### config.mk
export PLATFORM = sky130hd
export DESIGN_NAME = score_display_ctrl
export DESIGN_NICKNAME = d
export VERILOG_FILES = /design/src/rtl/score_display_ctrl_pkg.sv /design/src/rtl/score_display_ctrl_seg7_decode.sv /design/src/rtl/score_display_ctrl.sv
export SDC_FILE = /design/constraint.sdc
export NUM_CORES = 1
export LEC_CHECK = 0
export BUFFER_PORTS_ARGS = -buffer_cell sky130_fd_sc_hd__buf_2
export CORE_MARGIN = 2
export CORE_UTILIZATION = 40
export DETAILED_ROUTE_END_ITERATION = 8
export PLACE_DENSITY = 0.63
export RECOVER_POWER = 25
export SYNTH_ARGS = -nofsm -noshare
export SYNTH_HDL_FRONTEND = slang
export SYNTH_SLANG_ARGS = --single-unit
### constraint.sdc
create_clock -name clk -period 6.8 [get_ports clk]
set_input_delay 0.34 -clock clk [delete_from_list [all_inputs] [get_ports clk]]
set_output_delay 0.34 -clock clk [all_outputs]
set_load 0.01 [all_outputs]
### src/rtl/score_display_ctrl_pkg.sv
// Shared types and constants for the score display controller: FSM states,
// widths, the seven-segment table and the double-dabble iteration step.
package score_display_ctrl_pkg;

    localparam int SCORE_W = 10;
    localparam int DIGITS  = 4;
    localparam int BCD_W   = 4 * DIGITS;
    localparam int DD_W    = BCD_W + SCORE_W;

    // Active-low {g,f,e,d,c,b,a}; entry 9 first so SEG_TABLE[n] is digit n.
    localparam logic [6:0] SEG_BLANK = 7'h7F;
    localparam logic [9:0][6:0] SEG_TABLE = {
        7'h10, 7'h00, 7'h78, 7'h02, 7'h12,
        7'h19, 7'h30, 7'h24, 7'h79, 7'h40
    };

    typedef enum logic [1:0] {
        ST_IDLE,
        ST_CONVERT,
        ST_DONE
    } state_t;

    // One double-dabble iteration: correct every BCD nibble >= 5, then shift.
    function automatic logic [DD_W-1:0] dabble_step(input logic [DD_W-1:0] r);
        logic [DD_W-1:0] t;
        t = r;
        for (int k = 0; k < DIGITS; k++) begin
            if (t[SCORE_W + 4*k +: 4] >= 4'd5)
                t[SCORE_W + 4*k +: 4] = t[SCORE_W + 4*k +: 4] + 4'd3;
        end
        return {t[DD_W-2:0], 1'b0};
    endfunction

endpackage

### src/rtl/score_display_ctrl_seg7_decode.sv
// Combinational BCD nibble to active-low seven-segment decoder with blanking.
module seg7_decode
    import score_display_ctrl_pkg::*;
(
    input  logic [3:0] i_nib,
    input  logic       i_blank,
    output logic [6:0] o_seg
);

    always_comb begin
        o_seg = SEG_BLANK;
        if (!i_blank && (i_nib <= 4'd9))
            o_seg = SEG_TABLE[i_nib];
    end

endmodule

### src/rtl/score_display_ctrl.sv
// Samples the CPU score, converts it to BCD with a sequential double-dabble,
// tracks the session high score and scans a 4-digit active-low display.
module score_display_ctrl
    import score_display_ctrl_pkg::*;
#(
    parameter int SCAN_DIV = 50000,
    parameter int BLANK_LZ = 1
) (
    input  logic               clk,
    input  logic               reset,
    input  logic [SCORE_W-1:0] score,
    input  logic               show_high,
    output logic [BCD_W-1:0]   bcd,
    output logic [SCORE_W-1:0] high_score,
    output logic               busy,
    output logic [6:0]         seg,
    output logic [3:0]         an
);

    localparam int CNT_W = (SCAN_DIV > 2) ? $clog2(SCAN_DIV) : 1;

    state_t             r_state, w_state_nxt;
    logic [DD_W-1:0]    r_sr, w_sr_nxt;
    logic [3:0]         r_iter, w_iter_nxt;
    logic [SCORE_W-1:0] r_cap, w_cap_nxt;
    logic [SCORE_W-1:0] r_last, w_last_nxt;
    logic               r_pend, w_pend_nxt;
    logic               r_busy, w_busy_nxt;
    logic [BCD_W-1:0]   r_bcd, w_bcd_nxt;
    logic [SCORE_W-1:0] r_high, w_high_nxt;
    logic [BCD_W-1:0]   r_hbcd, w_hbcd_nxt;
    logic               w_change;
    logic               w_start;

    assign w_change = (score != r_last);

    always_comb begin
        w_state_nxt = r_state;
        w_sr_nxt    = r_sr;
        w_iter_nxt  = r_iter;
        w_cap_nxt   = r_cap;
        w_last_nxt  = r_last;
        w_pend_nxt  = r_pend;
        w_busy_nxt  = r_busy;
        w_bcd_nxt   = r_bcd;
        w_high_nxt  = r_high;
        w_hbcd_nxt  = r_hbcd;
        w_start     = 1'b0;
        case (r_state)
            ST_IDLE: begin
                if (w_change || r_pend)
                    w_start = 1'b1;
            end
            ST_CONVERT: begin
                // Remember only the newest value; the running conversion finishes.
                if (w_change) begin
                    w_pend_nxt = 1'b1;
                    w_last_nxt = score;
                end
                w_sr_nxt   = dabble_step(r_sr);
                w_iter_nxt = r_iter + 4'd1;
                if (r_iter == 4'd9)
                    w_state_nxt = ST_DONE;
            end
            ST_DONE: begin
                w_bcd_nxt  = r_sr[DD_W-1:SCORE_W];
                w_busy_nxt = 1'b0;
                if (r_cap > r_high) begin
                    w_high_nxt = r_cap;
                    w_hbcd_nxt = r_sr[DD_W-1:SCORE_W];
                end
                // A change arriving in this very cycle also counts as pending.
                if (r_pend || w_change)
                    w_start = 1'b1;
                else
                    w_state_nxt = ST_IDLE;
            end
            default: w_state_nxt = ST_IDLE;
        endcase
        if (w_start) begin
            w_cap_nxt   = score;
            w_last_nxt  = score;
            w_sr_nxt    = {{BCD_W{1'b0}}, score};
            w_iter_nxt  = 4'd0;
            w_busy_nxt  = 1'b1;
            w_pend_nxt  = 1'b0;
            w_state_nxt = ST_CONVERT;
        end
    end

    always_ff @(posedge clk or negedge reset) begin
        if (!reset) begin
            r_state <= ST_IDLE;
            r_sr    <= '0;
            r_iter  <= '0;
            r_cap   <= '0;
            r_last  <= '0;
            r_pend  <= 1'b0;
            r_busy  <= 1'b0;
            r_bcd   <= '0;
            r_high  <= '0;
            r_hbcd  <= '0;
        end else begin
            r_state <= w_state_nxt;
            r_sr    <= w_sr_nxt;
            r_iter  <= w_iter_nxt;
            r_cap   <= w_cap_nxt;
            r_last  <= w_last_nxt;
            r_pend  <= w_pend_nxt;
            r_busy  <= w_busy_nxt;
            r_bcd   <= w_bcd_nxt;
            r_high  <= w_high_nxt;
            r_hbcd  <= w_hbcd_nxt;
        end
    end

    assign bcd        = r_bcd;
    assign high_score = r_high;
    assign busy       = r_busy;

    logic [CNT_W-1:0]  r_cnt;
    logic [1:0]        r_sel;
    logic [6:0]        r_seg;
    logic [3:0]        r_an;
    logic [BCD_W-1:0]  w_src;
    logic [DIGITS-1:0] w_blank;
    logic              w_run;
    logic [3:0]        w_nib;
    logic [6:0]        w_seg;

    assign w_src = show_high ? r_hbcd : r_bcd;
    assign w_nib = w_src[{r_sel, 2'b00} +: 4];

    // Digit k>0 goes dark when it and every higher digit are zero.
    always_comb begin
        w_blank = '0;
        w_run   = (BLANK_LZ != 0);
        for (int k = DIGITS-1; k > 0; k--) begin
            w_run      = w_run && (w_src[4*k +: 4] == 4'd0);
            w_blank[k] = w_run;
        end
    end

    seg7_decode u_seg7 (
        .i_nib   (w_nib),
        .i_blank (w_blank[r_sel]),
        .o_seg   (w_seg)
    );

    always_ff @(posedge clk or negedge reset) begin
        if (!reset) begin
            r_cnt <= '0;
            r_sel <= 2'd0;
            r_seg <= SEG_BLANK;
            r_an  <= 4'hF;
        end else begin
            if (r_cnt == CNT_W'(SCAN_DIV - 1)) begin
                r_cnt <= '0;
                r_sel <= r_sel + 2'd1;
            end else begin
                r_cnt <= r_cnt + CNT_W'(1);
            end
            r_seg <= w_seg;
            r_an  <= ~(4'b0001 << r_sel);
        end
    end

    assign seg = r_seg;
    assign an  = r_an;

endmodule

==> summary.txt <==
Floorplan
  • Die ar.: approximately 0.018 mm2
  • Cell Rows: between 40 and 50
  • Height of the die: around 130 um
  • Die X: between 100 and 150 um
  • Initial Util: 0.412
  • Core area: 0.0166 mm2
  • I/O pin cnt: 51

Routing
  • Wirelength per Cell: around 16 um
  • TritonRoute pass-1 iters: 5
  • Via count: between 5000 and 6000
  • Vias/cell: about 5.4
  • DRC violations left: 0
  • DRT iter0 DRCs: 491
  • Detailed-route wire length: around 16000 um
  • Routed Antenna Nets: 0

Place
  • I/O Buffers: 50
  • # placed instances: around 940
  • Placed wire-length estimate: roughly 11000 um
  • Area after DPL: 0.00727 mm2
  • Routability cong.: 0.843

Worst hold path
  • Worst hold path type: in -> reg

Power
  • P per Cell Area: around 250 mW/mm2
  • Internal power: 1450 uW
  • Leak: around 0.0036 uW
  • Psw: between 500 and 600 uW
  • Clk pwr share: 0.441
  • Comb power frac: 0.121
  • Flop pwr share: 0.438
  • Sw Share: 0.268
  • Maximum vdd drop: approximately 0.19 mV
  • Power, Total: a little under 2000 uW

STA
  • RSZ-0062 raised after global routing: no
  • Achievable frequency: around 320 MHz
  • Worst-Margin Slew: approximately 3.2 ns
  • Final Cycle Share: 0.461
  • Setup TNS: 0 ns
  • Final Setup Violations: 0
  • Pins over their slew limit: 60
  • Hold slack: around 0.22 ns
  • Final Hold Fails: 0
  • Slew HR: -1.15
  • Max Clock Skew: ~0.011 ns
  • Period minus WS final: 3.14 ns

Worst setup path
  • Worst setup SP type: input pin
  • CP Capture Type: async pin
  • Slowest-stage cell, CP: clkbuf_1
  • CP max stage delay: between 2 and 2.5 ns
  • Worst path arrival time: 3.57 ns
  • Buf/Inv on CP: 2
  • Critical path's top delay family: buffers and inverters
  • Crit-path cells: clkbuf_1 > buf_4
  • Critical path peak fanout: 67
  • Worst path required time: ~7.2 ns
  • Crit Path Category: in -> async

Synthesis
  • Number of flops mapped to enable cells by yosys: 0
  • Register bit total from synthesis: ~130
  • Top FF cell, synth: dfrtp_1
  • Syn avg cell area: 9.76 um2
  • Post-synthesis sequential area ratio: 0.459
  • Yosys warns: 0
  • Synth unique cells: 49
  • Mapped Area: between 0.006 and 0.007 mm2
  • Net Count, Synth: 745
  • Mapped Cells: 702
  • Asr flop ratio synth: 1.00

Global routing
  • Busiest grt layer: met2
  • All-Layer GR Usage: 0.183
  • First-pass GRT wire length: between 20000 and 30000 um
  • Pin count of the biggest net entering global routing: 68
  • GRT overflow: 0
  • Met2 GRT Util: 0.307
  • Initial antenna violation count: 0
  • Met1 usage: 0.237
  • Number of global-route vias before repair: roughly 5300
  • Routing usage on met3: 0.0447

Clock network
  • TritonCTS buffer count: 17
  • Reg clk slew, reported paths: 0.06 ns
  • Post_cts resized: 0
  • TritonCTS clock tree: built
  • H-Tree Depth: 4
  • CTS root buf: clkbuf_16
  • Largest buffer count on any clock path: 2
  • Total clock sinks: approximately 130
  • Later-pin clock latency in the skew report: 0.42 ns
  • Post-CTS setup buffers: 0
  • Hold_buf cts: 0

Outcome
  • Status: finished, violations left
  • Failing checks: capacitance limit, slew limit

Cells and area
  • # diodes: 0
  • Filler instances: about 1500
  • Synth-to-layout area growth: 14.4%
  • Final instance area: roughly 0.008 mm2
  • Nets@finish: roughly 800
  • Finished Layout Cells: between 900 and 1000
  • Share of layout cells above drive strength 1: 0.169

Run
  • Max Cap Violations: 1
per-layer routing:
layer  routed length (um)  share of wire  vias up
li1                     -              -     2550
met3                  746          0.048       10
met5                    0              0        -
met1                 7030           0.45     2570
met2                 7710           0.49      125
met4                  122         0.0078        0
cells in the mapped netlist (2+ instances only):
cell / number / area share
nand2_1: 140 / 0.077
dfrtp_1: 114 / 0.42
o21ai_0: 43 / 0.031
o211ai_1: 36 / 0.039
mux2i_1: 35 / 0.051
nand4_1: 32 / 0.029
ha_1: 30 / 0.055
nor2_1: 30 / 0.016
inv_1: 29 / 0.016
clkbuf_1: 28 / 0.015
xnor2_1: 26 / 0.033
mux2_2: 22 / 0.036
nand2b_1: 15 / 0.014
nand3_1: 15 / 0.011
dfstp_2: 11 / 0.042
a21oi_1: 8 / 0.0058
mux4_2: 8 / 0.026
nor3_1: 8 / 0.0058
buf_2: 6 / 0.0044
nor2b_1: 6 / 0.0055
xor2_1: 6 / 0.0077
nor4_1: 5 / 0.0046
a21o_1: 4 / 0.0044
buf_4: 4 / 0.0044
nor3b_1: 4 / 0.0044
and3_1: 3 / 0.0027
and3b_1: 3 / 0.0038
o21a_1: 3 / 0.0033
a2111oi_0: 2 / 0.0026
a211o_1: 2 / 0.0026
and2_1: 2 / 0.0018
buf_1: 2 / 0.0011
nor4b_1: 2 / 0.0026
o22a_1: 2 / 0.0026
o31ai_1: 2 / 0.0022
flip-flops by register name, indices dropped and copies added, names as in the netlist:
| signal | cells |
|---|---|
| r_hbcd | 16 |
| busy | 1 |
| r_cnt | 16 |
| r_sel | 2 |
| r_sr | 26 |
| seg | 7 |
| high_score | 10 |
| r_last | 10 |
| bcd | 16 |
| r_pend | 1 |
| an | 4 |
| r_cap | 10 |
| r_state | 2 |
| r_iter | 4 |
metrics by stage:
step | worst slack, ns | util
2_1_floorplan | 4.39 | -
3_3_place_gp | 4.16 | 0.437
3_5_place_dp | 3.98 | 0.437
4_1_cts | 3.94 | 0.472
5_1_grt | 2.91 | 0.471
6_report | 3.66 | 0.471
layout by cell type (no fill, tap or decap), types with 3 or more instances in the layout:
cell	count
nor2_1	30
nand3_1	15
nor3_1	8
nand2b_1	15
clkbuf_8	3
buf_2	41
o211ai_1	36
dfstp_2	11
o21a_1	3
a21oi_1	8
mux2i_1	35
xnor2_1	26
inv_1	29
and3b_1	3
clkbuf_16	17
a21o_1	4
o21ai_0	43
nand2_1	140
nor4_1	5
and3_1	3
xor2_1	6
ha_1	30
mux2_2	22
clkinvlp_4	3
buf_4	9
clkbuf_1	10
nand4_1	32
inv_6	4
nor3b_1	4
mux4_2	8
dfrtp_1	114
nor2b_1	6
kinds of logic (layout without fill, tap and decap cells):
group	count (synthesis)	in the layout	share of synthesized area
AND/OR/NAND/NOR	270	270	0.186
adder cells (fa/ha/maj)	30	30	0.0548
buffers and inverters	70	121	0.0416
multiplexers	66	66	0.116
AO/OA/AOI/OAI	109	109	0.102
XOR/XNOR	32	32	0.0409
flip-flops	125	125	0.459
final timing paths:
| check | from | end | slack, ns | depth (start not counted) |
|---|---|---|---|---|
| max reg2reg | high_score[4] | r_hbcd[0] | 3.91 | 7 |
| max in group clk | high_score[4] | r_hbcd[0] | 3.91 | 7 |
| min | score[8] | r_cap[8] | 0.22 | 2 |
| max | reset | r_hbcd[9] | 3.66 | 2 |
| min reg2reg | r_cnt[0] | r_cnt[0] | 0.48 | 1 |
| min in group asynchronous | reset | high_score[6] | 0.99 | 1 |
final cells by class:
cell class | count | area (um2) | area share
Multi-Input combinational cell | 507 | 3420 | 0.437
Sequential cell | 125 | 3140 | 0.401
Clock buffer | 21 | 470 | 0.0600
Timing Repair Buffer | 59 | 307 | 0.0391
Tap cell | 220 | 275 | 0.0351
Inverter | 30 | 113 | 0.0144
Clock inverter | 11 | 106 | 0.0136
power groups by stage:
stage | clock network, uW | registers (uW) | logic, uW
final | 876 | 870 | 241
after floorplan | 0 | 882 | 127
after detailed placement | 0 | 884 | 243
after global placement | 0 | 880 | 238
after global routing | 928 | 878 | 273
after CTS | 891 | 871 | 245
(Power assumes the default switching activity.)
